===== config.mk =====
export PLATFORM = sky130hd
export DESIGN_NAME = adaptive_filter_decimator_flat
export DESIGN_NICKNAME = d
export VERILOG_FILES = /design/src/rtl/adaptive_filter_decimator_if.sv /design/src/rtl/adaptive_filter_decimator.sv /design/src/flat_wrapper.sv
export SDC_FILE = /design/constraint.sdc
export NUM_CORES = 1
export LEC_CHECK = 0
export BUFFER_PORTS_ARGS = -buffer_cell sky130_fd_sc_hd__buf_2
export CAP_MARGIN = 15
export CORE_MARGIN = 4
export CORE_UTILIZATION = 30
export DETAILED_ROUTE_END_ITERATION = 6
export MAX_ROUTING_LAYER = met4
export PLACE_DENSITY_LB_ADDON = 0.15
export SLEW_MARGIN = 20
export SYNTH_ARGS = -nofsm -noshare
export SYNTH_HDL_FRONTEND = slang
export SYNTH_SLANG_ARGS = --single-unit

===== constraint.sdc =====
create_clock -name clk -period 4.5 [get_ports clk]
set_clock_uncertainty 0.2 [all_clocks]
set_input_delay 0.675 -clock clk [delete_from_list [all_inputs] [get_ports clk]]
set_output_delay 0.675 -clock clk [all_outputs]
set_load 0.01 [all_outputs]

===== src/rtl/adaptive_filter_decimator_if.sv =====
// Sample and result streams of the adaptive filter decimator.
// The decimator connects through the master modport, its environment through the slave modport.
interface adaptive_filter_decimator_if #(
  parameter int WORDLENGTH = 14
);
  logic [WORDLENGTH-1:0] s_tdata;
  logic                  s_tvalid;
  logic [WORDLENGTH-1:0] m_tdata;
  logic                  m_tvalid;
  logic                  m_tready;

  modport master (
    input  s_tdata,
    input  s_tvalid,
    input  m_tready,
    output m_tdata,
    output m_tvalid
  );

  modport slave (
    output s_tdata,
    output s_tvalid,
    output m_tready,
    input  m_tdata,
    input  m_tvalid
  );
endinterface


===== src/rtl/adaptive_filter_decimator.sv =====
// Averages groups of 2^DECIM_LOG2 valid samples with round-half-up and offers each
// average on a valid/ready output; results arriving against backpressure are counted.
module adaptive_filter_decimator #(
  parameter int WORDLENGTH        = 14,
  parameter int FRACTIONAL_LENGTH = 6,
  parameter int DECIM_LOG2        = 3,
  parameter int DROP_CNT_W        = 8
) (
  input  logic                        clk,
  input  logic                        srst,
  input  logic                        flush,
  adaptive_filter_decimator_if.master bus,
  output logic [DROP_CNT_W-1:0]       drop_cnt
);
  localparam int ACC_W = WORDLENGTH + DECIM_LOG2;
  localparam int HALF  = 1 << (DECIM_LOG2 - 1);

  logic signed [ACC_W-1:0]  r_acc;
  logic [DECIM_LOG2-1:0]    r_phase;
  logic [WORDLENGTH-1:0]    r_tdata;
  logic                     r_tvalid;
  logic [DROP_CNT_W-1:0]    r_drop_cnt;

  logic signed [ACC_W-1:0]  w_sum;
  logic signed [ACC_W-1:0]  w_rnd;
  logic [WORDLENGTH-1:0]    w_result;
  logic                     w_capture;
  logic                     w_last;
  logic                     w_new;

  // The Q format is identical on both sides, so the fraction width needs no handling.
  always_comb begin
    w_capture = bus.s_tvalid && !flush;
    w_last    = (r_phase == '1);
    w_new     = w_capture && w_last;
    w_sum     = r_acc + ACC_W'($signed(bus.s_tdata));
    w_rnd     = w_sum + ACC_W'(HALF);
    // The averaged value always fits the sample width, so truncation is lossless.
    w_result  = WORDLENGTH'(w_rnd >>> DECIM_LOG2);
  end

  always_ff @(posedge clk) begin
    if (srst) begin
      r_acc      <= '0;
      r_phase    <= '0;
      r_tdata    <= '0;
      r_tvalid   <= 1'b0;
      r_drop_cnt <= '0;
    end else begin
      if (flush) begin
        r_acc   <= '0;
        r_phase <= '0;
      end else if (bus.s_tvalid) begin
        if (w_last) begin
          r_acc   <= '0;
          r_phase <= '0;
        end else begin
          r_acc   <= w_sum;
          r_phase <= r_phase + 1'b1;
        end
      end

      if (w_new) begin
        if (!r_tvalid || bus.m_tready) begin
          r_tdata  <= w_result;
          r_tvalid <= 1'b1;
        end else if (r_drop_cnt != '1) begin
          r_drop_cnt <= r_drop_cnt + 1'b1;
        end
      end else if (r_tvalid && bus.m_tready) begin
        r_tvalid <= 1'b0;
      end
    end
  end

  assign bus.m_tdata  = r_tdata;
  assign bus.m_tvalid = r_tvalid;
  assign drop_cnt     = r_drop_cnt;
endmodule

===== src/flat_wrapper.sv =====
// flat-port wrapper written by rule: the top's interface ports become plain ports
module adaptive_filter_decimator_flat 
#(
  parameter int WORDLENGTH        = 14,
  parameter int FRACTIONAL_LENGTH = 6,
  parameter int DECIM_LOG2        = 3,
  parameter int DROP_CNT_W        = 8
)
  (clk, srst, flush, drop_cnt, bus_s_tdata, bus_s_tvalid, bus_m_tready, bus_m_tdata, bus_m_tvalid);
  adaptive_filter_decimator_if #(.WORDLENGTH(WORDLENGTH)) bus_i ();
  input  logic clk;
  input  logic srst;
  input  logic flush;
  output logic [DROP_CNT_W-1:0] drop_cnt;
  input wire logic [$bits(bus_i.s_tdata)-1:0] bus_s_tdata;
  input wire logic [$bits(bus_i.s_tvalid)-1:0] bus_s_tvalid;
  input wire logic [$bits(bus_i.m_tready)-1:0] bus_m_tready;
  output wire logic [$bits(bus_i.m_tdata)-1:0] bus_m_tdata;
  output wire logic [$bits(bus_i.m_tvalid)-1:0] bus_m_tvalid;
  assign bus_i.s_tdata = bus_s_tdata;
  assign bus_i.s_tvalid = bus_s_tvalid;
  assign bus_i.m_tready = bus_m_tready;
  assign bus_m_tdata = bus_i.m_tdata;
  assign bus_m_tvalid = bus_i.m_tvalid;
  adaptive_filter_decimator #(.WORDLENGTH(WORDLENGTH), .FRACTIONAL_LENGTH(FRACTIONAL_LENGTH), .DECIM_LOG2(DECIM_LOG2), .DROP_CNT_W(DROP_CNT_W)) u_core (.clk(clk), .srst(srst), .flush(flush), .bus(bus_i), .drop_cnt(drop_cnt));
endmodule

==> qor.csv <==
metric,value,unit
final setup fails,0,
clock sinks,43,
Setup Buffers After CTS,0,
placed cells,515,
syn nets,396,
1st-pass router iterations,4,
Final Cell Area,3360,µm²
largest family of logic cells by synthesized area,simple AND/OR/NAND/NOR gates,
VDD IR max,0.114,mV
Final Max Tran Viols,0,
fin crit share,81.7,%
DP Area,3270,µm²
DIE AREA,11500,µm²
min cycle time layout,3.68,ns
CP arrival,3.69,ns
R2R cell count,10,
crit path cell chain,buf_2 > ha_1 > fa_1 > a21oi_2 > o221ai_2 > and2_4 > o311ai_2 > nand3_1 > a211o_1 > or4_1 > a311oi_1,
Yosys top cell area share,29.2,%
critical path depth,11,
worst hold path depth,2,
layout cells sized above 1,17.8,%
XOR/XNOR share of the synthesized area,6.82,%
Final Util,35.7,%
Iteration-0 DRC Markers,77,
RSZ-0062 raised after global routing,no,
"Seq/Total Area, Yosys",29.2,%
Core Area,9420,µm²
final hold vios,0,
Worst Path Buf+Inv,1,
Routed WL,7220,µm
total power,0.871,mW
Site Rows,35,
adder-cell share of the synthesized area,9.16,%
Mapped Area,2950,µm²
Worst path slowest cell,or4_1,
Initial Utilization,31.3,%
max-cap viol count,0,
ys async rst share,0,%
Final Wtd Congestion,0.808,
"delay-heaviest family, CP",compound AO/OA/AOI/OAI gates,
worst stage delay on the critical path,0.52,ns
antenna fix cells,0,
Remaining DRCs,0,
CP max FO,6,
Setup TNS,0,ns
Clock transition at path regs,0.09,ns
Final nets,433,
CTS Hold Bufs,0,
# IOs,42,
CTS tree,built,
type of the worst setup path,in -> reg,
final worst slack,0.822,ns
Post-DP HPWL,5520,µm
Setup crit end kind,flip-flop,
ANT nets after route,0,
Port Buffers,41,
GRT Total Usage,13.3,%
vias in the first global route,2454,
ys flop type,dfxtp_1,
largest cells by area after synthesis,"dfxtp_1 29%, ha_1 8.5%, nor2_1 6.5%",
hold slack,0.255,ns
Simple-Gate Fraction of Synth Area,28.1,%
via count,2566,
H-tree depth,2,
largest net degree at the start of global routing,27,
most frequent cell after synthesis,nor2_1,
Die X,107,µm
"FF+latch count, synth",43,
CP Launch Type,primary input,
number of CTS-inserted buffers,5,
Routed WL per cell,13.8,µm
Yosys top cell by area,dfxtp_1,
Mean Syn Cell Area,8.29,µm²
post-route insts no fill,523,
Slew @ Worst Pin,0.803,ns
CP required,4.51,ns
highest clock rate,272,MHz
clk root buf,clkbuf_8,
outcome,completed,
clock latency on the worst-skew pair,0.30,ns
Synth top cells by count,"51 x nor2_1, 43 x dfxtp_1, 31 x a21oi_1, 21 x nor2b_1, 20 x ha_1",
Syn Inst Count,356,
"EDFF count, synth",0,
Ys Warns,0,
PD cells,259,nW/µm²
compound-gate portion of the synthesized area,20.9,%
vias per cell,4.91,
Post-CTS Resized,0,
area grow syn2layout,13.9,%
Worst slew margin,45.1,%
first-pass GRT wire length,12200,µm
pre-CTS WS,0.499,ns
CTS Buffer Depth,2,
grt total ovfl,0,
Hold Path Class,reg -> reg,
initial antenna violation count,0,
Cell variety after synth,55,
multiplexer share of the synthesized area,2.03,%
P_leak,1.38,nW
die height,107,µm
## cell usage in the layout (no fill, tap or decap), types with 5 or more instances in the layout
master     n
o21ai_0    5
nor2b_1   21
nor2_1    51
a21o_1     7
a311oi_1   5
nand3_1   13
mux2i_1    6
inv_1      8
nand2_1   18
nand2b_1   7
buf_2     41
xor2_1     8
buf_4      5
a21oi_1   31
a211oi_1   9
ha_1      20
clkbuf_8   5
dfxtp_1   43
nor3_1     8
and3_1     5
xnor2_1   15
nand4_1    5
## layout make-up
class                           count  area (µm²)
Clock buffer                        5        68.8
Clock inverter                      3        20.0
Fill cell                        1023        6050
Inverter                            8        30.0
Multi-Input combinational cell    289        1980
Sequential cell                    43         861
Tap cell                          129         161
Timing Repair Buffer               46         243
## power by group
part           switching (mW)  total [mW]  internal (mW)
logic                   0.131       0.222         0.0910
clock network           0.148       0.257          0.108
registers             0.00384       0.392          0.388
## state kept, by name, indices dropped and copies added (netlist names)
| signal | cells |
|---|---|
| u_core.drop_cnt | 8 |
| u_core.r_acc | 17 |
| u_core.bus.m_tvalid | 1 |
| u_core.r_phase | 3 |
| u_core.bus.m_tdata | 14 |
## worst min-delay path, delay by kind of cell, from the launching register on
kind	cells	cell delay, ns
AND/OR/NAND/NOR	1	0.05
flip-flops	1	0.32
AO/OA/AOI/OAI	1	0.05
## routing by layer
layer	vias to the layer above	track usage, %	routed length [µm]
li1	1366	-	-
met1	1150	19.5	3970
met2	45	18.6	2910
met3	5	2.23	272
met4	0	3.47	71
met5	-	-	0
## final timing paths
check / slack (ns) / startpoint / end
setup / recovery: 0.82 / bus_s_tdata[0] / u_core.bus.m_tdata[13]
hold / removal: 0.26 / u_core.bus.m_tdata[0] / u_core.bus.m_tdata[0]
setup reg to reg: 0.99 / u_core.r_acc[0] / u_core.bus.m_tdata[13]
hold reg to reg: 0.26 / u_core.bus.m_tdata[0] / u_core.bus.m_tdata[0]
## kinds of logic (layout without fill, tap and decap cells)
kind of cell	after synthesis	count (layout)
simple gates	156	156
compound gates	83	83
flops	43	43
buf+inv	24	62
xor+xnor	23	23
fa+ha+maj	21	21
mux	6	6
Note: power is estimated with default switching activity, not from simulation.
